`config.mk`:
```
export PLATFORM = sky130hd
export DESIGN_NAME = uart_tx_feeder
export DESIGN_NICKNAME = d
export VERILOG_FILES = /design/src/rtl/uart_tx_feeder.sv
export SDC_FILE = /design/constraint.sdc
export NUM_CORES = 1
export LEC_CHECK = 0
export CAP_MARGIN = 5
export CORE_UTILIZATION = 30
export CTS_BUF_LIST = sky130_fd_sc_hd__clkbuf_4 sky130_fd_sc_hd__clkbuf_8
export DETAILED_ROUTE_END_ITERATION = 8
export GPL_TIMING_DRIVEN = 0
export PLACE_DENSITY = 0.52
export SYNTH_ARGS = -nofsm -noshare
export SYNTH_HDL_FRONTEND = slang
export SYNTH_SLANG_ARGS = --single-unit
```
`constraint.sdc`:
```
create_clock -name sys_clk -period 2.5 [get_ports sys_clk]
set_input_delay 0.5 -clock sys_clk [delete_from_list [all_inputs] [get_ports sys_clk]]
set_output_delay 0.5 -clock sys_clk [all_outputs]
set_load 0.1 [all_outputs]
```
`src/rtl/uart_tx_feeder.sv`:
```
// uart_tx_feeder: byte FIFO in front of a UART transmitter.
// Pops one byte at a time into a held output register and hands it over
// with a registered tx_ready request. It waits for the transmitter to
// acknowledge (tx_bits_ok falls) and then for it to reach STOP/IDLE again.
//
// state | meaning
// ------+------------------------------------------------------------
// IDLE  | waiting for data and a free transmitter; pops the head byte
// LOAD  | byte latched in tx_data_o, request still low
// REQ   | tx_ready high, waiting for the transmitter to start a frame
// BUSY  | frame in progress, waiting for the transmitter to reach STOP
module uart_tx_feeder #(
  parameter int AW = 4
) (
  input  logic          sys_clk,
  input  logic          rst_n,
  input  logic          wr_en,
  input  logic [7:0]    wr_data,
  input  logic          clr_ovf,
  output logic          full,
  output logic          empty,
  output logic [AW:0]   count,
  output logic          overflow,
  output logic          tx_ready,
  output logic [7:0]    tx_data_o,
  input  logic          tx_bits_ok,
  output logic [15:0]   sent_cnt
);

  localparam int unsigned DEPTH = 1 << AW;
  localparam logic [AW:0]   DEPTH_C = {1'b1, {AW{1'b0}}};
  localparam logic [AW:0]   CNT_ONE = {{AW{1'b0}}, 1'b1};
  localparam logic [AW-1:0] PTR_ONE = {{(AW-1){1'b0}}, 1'b1};

  typedef enum logic [1:0] {ST_IDLE, ST_LOAD, ST_REQ, ST_BUSY} state_t;

  state_t        state_q, state_d;
  logic [7:0]    mem_q [DEPTH];
  logic [AW-1:0] wr_ptr_q, wr_ptr_d;
  logic [AW-1:0] rd_ptr_q, rd_ptr_d;
  logic [AW:0]   count_q, count_d;
  logic          overflow_q, overflow_d;
  logic          tx_ready_q, tx_ready_d;
  logic [7:0]    tx_data_q, tx_data_d;
  logic [15:0]   sent_cnt_q, sent_cnt_d;
  logic          pop, push, drop;

  // Occupancy flags decoded straight from the count.
  always_comb begin
    full  = (count_q == DEPTH_C);
    empty = (count_q == '0);
  end

  // State register plus all datapath flops.
  always_ff @(posedge sys_clk or negedge rst_n) begin
    if (!rst_n) begin
      state_q    <= ST_IDLE;
      wr_ptr_q   <= '0;
      rd_ptr_q   <= '0;
      count_q    <= '0;
      overflow_q <= 1'b0;
      tx_ready_q <= 1'b0;
      tx_data_q  <= 8'h00;
      sent_cnt_q <= 16'h0000;
    end else begin
      state_q    <= state_d;
      wr_ptr_q   <= wr_ptr_d;
      rd_ptr_q   <= rd_ptr_d;
      count_q    <= count_d;
      overflow_q <= overflow_d;
      tx_ready_q <= tx_ready_d;
      tx_data_q  <= tx_data_d;
      sent_cnt_q <= sent_cnt_d;
    end
  end

  // FIFO storage; contents need no reset because count gates every read.
  always_ff @(posedge sys_clk) begin
    if (push) mem_q[wr_ptr_q] <= wr_data;
  end

  // Next-state logic: handshake with the transmitter's tx_bits_ok.
  always_comb begin
    state_d = state_q;
    case (state_q)
      ST_IDLE: if (!empty && tx_bits_ok) state_d = ST_LOAD;
      ST_LOAD: state_d = ST_REQ;
      ST_REQ:  if (!tx_bits_ok) state_d = ST_BUSY;
      ST_BUSY: if (tx_bits_ok) state_d = ST_IDLE;
      default: state_d = ST_IDLE;
    endcase
  end

  // Output and datapath logic: pop/push arbitration, counters, flags.
  always_comb begin
    pop  = (state_q == ST_IDLE) && !empty && tx_bits_ok;
    // A pop in the same cycle frees a slot, so a full FIFO can still accept.
    push = wr_en && (!full || pop);
    drop = wr_en && full && !pop;

    wr_ptr_d = push ? wr_ptr_q + PTR_ONE : wr_ptr_q;
    rd_ptr_d = pop  ? rd_ptr_q + PTR_ONE : rd_ptr_q;

    count_d = count_q;
    if (push && !pop)      count_d = count_q + CNT_ONE;
    else if (pop && !push) count_d = count_q - CNT_ONE;

    // A drop in the same cycle as a clear keeps the flag set.
    overflow_d = overflow_q;
    if (drop)         overflow_d = 1'b1;
    else if (clr_ovf) overflow_d = 1'b0;

    tx_data_d  = pop ? mem_q[rd_ptr_q] : tx_data_q;
    // Registered request: high exactly while the FSM sits in REQ.
    tx_ready_d = (state_d == ST_REQ);
    sent_cnt_d = ((state_q == ST_REQ) && !tx_bits_ok) ? sent_cnt_q + 16'd1 : sent_cnt_q;
  end

  assign count     = count_q;
  assign overflow  = overflow_q;
  assign tx_ready  = tx_ready_q;
  assign tx_data_o = tx_data_q;
  assign sent_cnt  = sent_cnt_q;

endmodule
```
-- Yosys cells after proc, flatten, opt, wreduce, memory -nomap -nowiden
Memory sizes are Yosys's and may differ from the RTL's. A register that Yosys moved wholly into a read port is not among the register bits.
Index checks and enable logic that the tools add are counted.
- flip-flop bits (word level): 33
- memory bits (writable): 128
- input port bits: 13
- logic and storage cells: 48
- memories kept: 1
- add/sub/neg operators: 5
- equal/unequal tests: 5
- multiplexer cells: 10
- reductions and logical operators: 20
- memories (name ; depth ; bits a word ; read ports ; clocked after Yosys merged registers in ; wr ports ; RTL line ; RTL):
    mem_q ; 16 ; 8 ; 1 ; 1 ; 1 ; 38 ; logic [7:0] mem_q [DEPTH];
- operators by type and width (kind ; number):
    adder 16 x 1 -> 16 bit (second input constant) ; 1
    two-way mux 5 bit ; 2
    logical AND 1 bit ; 9
    adder 4 x 1 -> 4 bit (second input constant) ; 2
    case mux 2 bit (4 select lines) ; 1
    equality test 2 bit (second input constant) ; 3
    logical NOT 1 bit ; 6
    two-way mux 2 bit ; 3
    adder 5 x 1 -> 5 bit (second input constant) ; 1
    equality test 5 bit (second input constant) ; 1
    logical NOT 5 bit ; 1
    subtractor 5 x 1 -> 5 bit (second input constant) ; 1
    two-way mux 1 bit ; 4
    nonzero test 2 bit ; 2
    equality test 2 x 1 -> 1 bit (second input constant) ; 1
    logical NOT 2 bit ; 1
    logical OR 1 bit ; 1

-- Longest topological paths before layout
Gate-level depths: netlist of run 1.
- depth after elaboration: 10
- gate-level depth with buffers: 10
- mapped depth without buffers: 9

-- Least setup slack after synthesis of run 1
Ideal clock, no wire load.
- kind: register to register
- start: register count_q[0], in the netlist count[0]
- end: register count_q[4], in the netlist count[4]
- setup time: 0.163 ns
- arrival: 3.120 ns
- required time: 2.337 ns
- setup slack: -0.783 ns
- stages on the path, launching flop included: 11
- cells stage by stage: dfrtp_1 or4_1 o21bai_2 buf_2 ha_1 inv_1 fa_1 a21o_1 a21oi_1 mux2i_1 xnor2_1
- word-level cells in the longest chain between the ends: 9
- elaborated cells between the ends (all ways): 17
- those cells by class: add/sub (2); eq/ne (1); mux (2); reduce/logical (12)
- ends and longest elaborated chain (element ; RTL line ; RTL):
    start, declared ; 41 ; logic [AW:0] count_q, count_d;
    start signal, assigned ; 69 ; count_q <= count_d;
    branches (longest 9 deep; another with subtractor 5 x 1 -> 5 bit) ; n/a ;
Parallel ways; which one is timed is not known. The select of a mux whose other input is x is not followed.
A chain may end at the register's enable or synchronous reset.

-- Final worst setup path of run 1
Same ends and word-level chain as after synthesis.

==> impl_metrics.json, run 1 <==
{
  "syn_area_per_cell_um2": 18.1,
  "drtIter0Drc": 172,
  "dr.pass1.iters": 4,
  "yosys.area_share.simple_pct": 5.57,
  "final-hold-violation-count": 0,
  "cts_root_buf": "clkbuf_8",
  "clk_path_buf_depth": 2,
  "die_area_um2": 23800,
  "fill_cells": 2068,
  "post-route-util_pct": 36.8,
  "rrSetupSlack_ns": -0.10,
  "max_cap_viol_count": 0,
  "via_per_inst": 4.68,
  "chipHeight_um": 154,
  "cpMaxStageDelayCell": "or4_4",
  "final_nets": 487,
  "reg2regPathDepth": 9,
  "p_leak_nw": 3.08,
  "vias": 3564,
  "synthArstFlopShare_pct": 24.3,
  "timing.rr.start": "count[0]",
  "clock_latency_ns": 0.47,
  "hp-class": "flop to flop",
  "yosys_most_used_dff": "edfxtp_1",
  "crit_chain": "or4_4 > o21bai_4 > ha_4 > inv_4 > fa_2 > a21o_1 > a21oi_2 > mux2i_1 > xnor2_1",
  "drc": 0,
  "dpl.hpwl_um": 9550,
  "crit_start": "count[0]",
  "wl_um": 14500,
  "core_area_um2": 22600,
  "syn_nets": 408,
  "synthAdderAreaFrac_pct": 2.09,
  "synthMuxAreaShare_pct": 12.9,
  "maxSlewViolCount": 0,
  "fin_ws_ns": -0.102,
  "synth_area_leaders": "edfxtp_1 (55%), dfrtp_1 (15%), mux4_2 (7.8%), mux4_1 (3.0%), xnor2_1 (1.9%)",
  "drtAntennaViolNets": 0,
  "seq_area_frac_synth_pct": 70.1,
  "drive_gt1_share_pct": 23.3,
  "htree_num_levels": 4,
  "start_util_pct": 30.7,
  "diodes": 0,
  "cp-start-kind": "flop",
  "antenna_found_initial": 0,
  "ios": 46,
  "grt_pass1_vias": 3690,
  "dp_slack_ns": -0.856,
  "worstMarginPinSlew_ns": 0.980,
  "grt_pass1_wl_um": 22400,
  "cp.arrival_ns": 2.95,
  "synthCells": 384,
  "wl_per_cell_um": 19.1,
  "port_buffers": 45,
  "clkTransAtPathRegs_ns": 0.10,
  "cts_tree": "yes",
  "violations": "setup timing",
  "p_total_mw": 9.73,
  "synth_area_um2": 6940,
  "setup_viol": 2,
  "grt_overflow": 0,
  "yosys_warnings": 0,
  "numCtsBuffers": 17,
  "die_x_um": 154,
  "row_count": 55,
  "rsz0062_at_grt": "yes",
  "routabilityCongestion": 0.719,
  "synth_top_cell_by_area": "edfxtp_1",
  "crit_end": "count[4]",
  "crit_path_end_kind": "flop",
  "power.density_nw_per_um2": 1170,
  "synth_edf_count": 128,
  "finalCritPeriodShare_pct": 104,
  "grt_max_degree": 25,
  "cp_max_fo": 5,
  "groute.usage.overall_pct": 13.0,
  "synth.distinct_cells": 43,
  "required_ns": 2.84,
  "ys_seq_elements": 169,
  "hold_depth": 1,
  "synthXorXnorAreaFrac_pct": 3.15,
  "run_status": "finished, violations left",
  "max_freq_mhz": 384,
  "yosysTopAreaCellShare_pct": 55.4,
  "slew-limit-headroom_pct": 34.9,
  "peakVddDrop_mv": 0.439,
  "cts.sinks": 169,
  "criticalPathCategory": "flop to flop",
  "period_minus_slack_ns": 2.60,
  "clock_skew_ns": 0.0192,
  "r2r-end": "count[4]",
  "syn_to_final_growth_pct": 19.9,
  "max_stage_delay_ns": 0.57,
  "setup_tns_ns": -0.166,
  "synth_compound_area_share_pct": 3.86,
  "synth_top_family_by_area": "multiplexers"
}
-- metal layers --
layer	global-route usage, %	vias up	share of wire (%)
met5	0	-	0
li1	-	1646	-
met3	3.58	12	3.3
met1	17.5	1848	47
met4	3.57	0	0.99
met2	20.7	58	49
-- cell usage after synthesis, types with 2 or more instances --
master / count
dfrtp_1: 41
o21ai_0: 4
a22o_1: 8
mux2i_1: 10
mux4_2: 24
a211o_1: 8
ha_1: 10
clkbuf_1: 4
buf_6: 2
nand3_1: 4
edfxtp_1: 128
xnor2_1: 15
and3_1: 2
nand2_1: 10
and2_1: 13
mux2_2: 4
mux4_1: 8
inv_1: 14
a21oi_1: 10
buf_2: 6
a21o_1: 2
nor4_1: 2
nor3_1: 4
xor2_1: 10
nor2b_1: 8
nor2_1: 13
nand4_1: 4
-- placed cells by master (no fill, tap or decap), drive strengths merged, types with 2 or more instances in the layout --
master	count
edfxtp	128
dfrtp	41
mux4	32
dlygate4sd2	30
buf	28
inv	24
clkbuf	22
xnor2	15
and2	13
nor2	13
clkdlybuf4s50	11
nand2	10
mux2i	10
xor2	10
a21oi	10
ha	10
nor2b	8
a211o	8
a22o	8
mux2	4
nand4	4
nand3	4
nor3	4
o21ai	4
clkinv	3
and3	2
a21o	2
nor4	2
nor3b	2
clkinvlp	2
-- kinds of logic after synthesis --
logic type                 count (synthesis)
buffers and inverters                     30
xor gates and xnor gates                  25
DFF                                      169
muxes                                     46
and+or+nand+nor                           68
AOI/OAI and AO/OA                         35
adders and majority gates                 11
-- state kept, by name, indices dropped and copies added, names as in the netlist --
register,flops
count,5
rd_ptr_q,4
overflow,1
wr_ptr_q,4
mem_q,128
state_q,2
sent_cnt,16
tx_data_o,8
tx_ready,1
-- area by class of cell --
cell class / instances / area [µm²] / share of cell area (%)
sequential: 169 / 4880 / 58.6
multi-input combinational: 185 / 2000 / 24.0
timing repair buffer: 61 / 564 / 6.78
tap: 285 / 357 / 4.28
clock buffer: 17 / 234 / 2.81
clock inverter: 15 / 135 / 1.62
buffer: 15 / 101 / 1.22
inverter: 14 / 55.1 / 0.661
-- worst min-delay path by stage --
stage	startpoint	to	slack, ns
floorplan	rst_n	count[2]	0.20
global placement	sent_cnt[15]	sent_cnt[15]	0.47
detailed placement	sent_cnt[15]	sent_cnt[15]	0.47
CTS	tx_bits_ok	state_q[0]	0.47
global route	tx_bits_ok	state_q[0]	0.51
finish	sent_cnt[15]	sent_cnt[15]	0.47
-- worst max-delay path: cells and delay by family, from the launching register on --
| kind | cells | cell delay [ns] |
|---|---|---|
| compound gates | 3 | 0.50 |
| xor+xnor | 1 | 0.09 |
| fa+ha+maj | 2 | 0.53 |
| buf+inv | 1 | 0.05 |
| flops | 1 | 0.51 |
| mux | 1 | 0.24 |
| simple gates | 1 | 0.57 |
-- through the flow --
step / instances / hold WS [ns] / area [µm²]
5_1_grt: 761 / 0.513 / 8320
3_3_place_gp: 714 / 0.468 / 7800
6_report: 761 / 0.473 / 8320
4_1_cts: 757 / 0.466 / 8240
3_5_place_dp: 715 / 0.467 / 7810
2_1_floorplan: 384 / 0.204 / 6990
-- repair_timing --
item                       4_1_cts  5_1_grt
pin swaps                        4        7
buffers inserted                 9        5
hold endpoints to repair        17        0
setup endpoints to repair      163       80
gates resized for setup         48       15
hold buffers                     1        0
-- report_power, final --
group	internal, mW	total, mW	switching (mW)
combinational	1.51	4.12	2.61
sequential	3.48	3.77	0.291
clock	0.734	1.84	1.10
total	5.73	9.73	4.01
(Power assumes the default switching activity.)
==> run 2: changes to the inputs <==
--- a/config.mk
+++ b/config.mk
@@ -6,6 +6,7 @@
 export NUM_CORES = 1
 export LEC_CHECK = 0
 export CAP_MARGIN = 5
+export CORE_ASPECT_RATIO = 1.1
 export CORE_UTILIZATION = 30
 export CTS_BUF_LIST = sky130_fd_sc_hd__clkbuf_4 sky130_fd_sc_hd__clkbuf_8
 export DETAILED_ROUTE_END_ITERATION = 8
==> impl_metrics.json, run 2 (synthesized netlist as in run 1, its figures left out) <==
{
  "numCtsBuffers": 17,
  "violations": "setup timing",
  "p_total_mw": 9.64,
  "cpMaxStageDelayCell": "or4_4",
  "clock_latency_ns": 0.46,
  "run_status": "finished, violations left",
  "rsz0062_at_grt": "yes",
  "maxSlewViolCount": 0,
  "row_count": 58,
  "grt_pass1_vias": 3767,
  "max_freq_mhz": 391,
  "dpl.cell_count": 730,
  "grt_max_degree": 34,
  "worst_hold_slack_ns": 0.423,
  "max_stage_delay_ns": 0.55,
  "setup_tns_ns": -0.0600,
  "use_met2_pct": 21.4,
  "use_met1_pct": 16.5,
  "syn_to_final_growth_pct": 19.0,
  "crit_path_end_kind": "flop",
  "largest_reg_flops": 128,
  "groute.usage.overall_pct": 12.9,
  "vias": 3605,
  "grt_overflow": 0,
  "ios": 46,
  "layout_common_cells": "edfxtp_1 (128), dfrtp_1 (37), dlygate4sd2_1 (30), mux4_2 (24), clkbuf_8 (17)",
  "reg2regPathDepth": 9,
  "crit_chain": "or4_4 > o21bai_4 > ha_4 > inv_4 > fa_2 > a21o_1 > a21oi_2 > mux2i_1 > xnor2_1",
  "swShare_pct": 41.1,
  "criticalPathCategory": "flop to flop",
  "grt-busiest-layer": "met2",
  "period_minus_slack_ns": 2.56,
  "final-hold-violation-count": 0,
  "cp-start-kind": "flop",
  "drtAntennaViolNets": 0,
  "antenna_found_initial": 0,
  "cts_root_buf": "clkbuf_8",
  "final_nets": 480,
  "via_per_inst": 4.69,
  "cp.arrival_ns": 2.90,
  "p_leak_nw": 3.04,
  "clkTransAtPathRegs_ns": 0.10,
  "slew-limit-headroom_pct": 33.3,
  "p_int_mw": 5.68,
  "wl_um": 14200,
  "finalCritPeriodShare_pct": 102,
  "hp-class": "input port to asynchronous set/reset pin",
  "p_seq_share_pct": 39.2,
  "setup_viol": 1,
  "chipHeight_um": 162,
  "die_x_um": 147,
  "core_area_um2": 22800,
  "layout_commonest_cell": "edfxtp_1",
  "drtIter0Drc": 190,
  "fin_ws_ns": -0.0600,
  "rrSetupSlack_ns": -0.06,
  "fill_cells": 2183,
  "start_util_pct": 30.5,
  "clock_skew_ns": 0.0166,
  "grt_pass1_wl_um": 22200,
  "dr.pass1.iters": 4,
  "worstMarginPinSlew_ns": 1.00,
  "die_area_um2": 23800,
  "routabilityCongestion": 0.743,
  "htree_num_levels": 4,
  "dpl.hpwl_um": 9560,
  "stdcell_count": 769,
  "drive_gt1_share_pct": 21.5,
  "cts.sinks": 169,
  "gr-usage-met3_pct": 3.14,
  "drc": 0,
  "power_switching_mw": 3.96,
  "wl_per_cell_um": 18.5,
  "cts_tree": "yes",
  "diodes": 0,
  "largest_register": "mem_q",
  "peakVddDrop_mv": 0.363,
  "max_cap_viol_count": 0,
  "p_comb_share_pct": 41.6,
  "cp_max_fo": 5,
  "power.density_nw_per_um2": 1170,
  "clk_path_buf_depth": 2,
  "clockPowerShare_pct": 19.2,
  "port_buffers": 45,
  "required_ns": 2.84
}
[run 2: final cells by class]
cell class | instances | area, µm² | area share [%]
Buffer | 14 | 97.6 | 1.18
Clock buffer | 17 | 234 | 2.83
Clock inverter | 15 | 145 | 1.76
Inverter | 14 | 55.1 | 0.666
Multi-Input combinational cell | 185 | 1970 | 23.9
Sequential cell | 169 | 4880 | 59.0
Tap cell | 300 | 375 | 4.54
Timing Repair Buffer | 55 | 505 | 6.12
[run 2: what timing repair did]
action | in CTS | in global routing
buffers inserted | 6 | 2
hold endpoints to repair | 8 | 0
hold buffers | 1 | 0
resized for setup | 48 | 5
pin swaps | 3 | 9
endpoints found under the setup margin | 162 | 8
[run 2: stage by stage]
step	util, %	worst slack, ns	instance area (µm²)
CTS	36.2	-0.108	8250
finish	36.3	-0.0600	8270
global route	36.3	-0.122	8270
floorplan	-	-0.345	6990
global placement	34.3	-0.871	7820
detailed placement	34.4	-0.858	7830
[run 2: worst max-delay path, delay by kind of cell, from the launching register on]
kind            cells  cell delay, ns
fa+ha+maj           2            0.53
xor+xnor            1            0.09
simple gates        1            0.55
flops               1            0.51
mux                 1            0.22
compound gates      3            0.49
buf+inv             1            0.05
[run 2: power groups by stage]
stage	registers [mW]	logic [mW]	clock network (mW)
final	3.78	4.01	1.86
after global routing	3.84	4.27	2.03
after CTS	3.78	4.04	1.91
after detailed placement	3.86	4.05	0
after global placement	3.83	4.01	0
after floorplan	4.87	1.96	0
[run 2: layer usage]
layer,wire length [µm],share of wire [%],up-vias
met4,203,1.4,0
met2,7050,50,88
met5,0,0,-
met1,6420,45,1868
li1,-,-,1637
met3,551,3.9,12
[run 2: final timing paths]
check	startpoint	endpoint
hold reg to reg	sent_cnt[15]	sent_cnt[15]
min in group sys_clk	sent_cnt[15]	sent_cnt[15]
hold / removal	rst_n	sent_cnt[7]
setup / recovery	count[0]	count[4]
max in group asynchronous	rst_n	count[0]
setup reg to reg	count[0]	count[4]
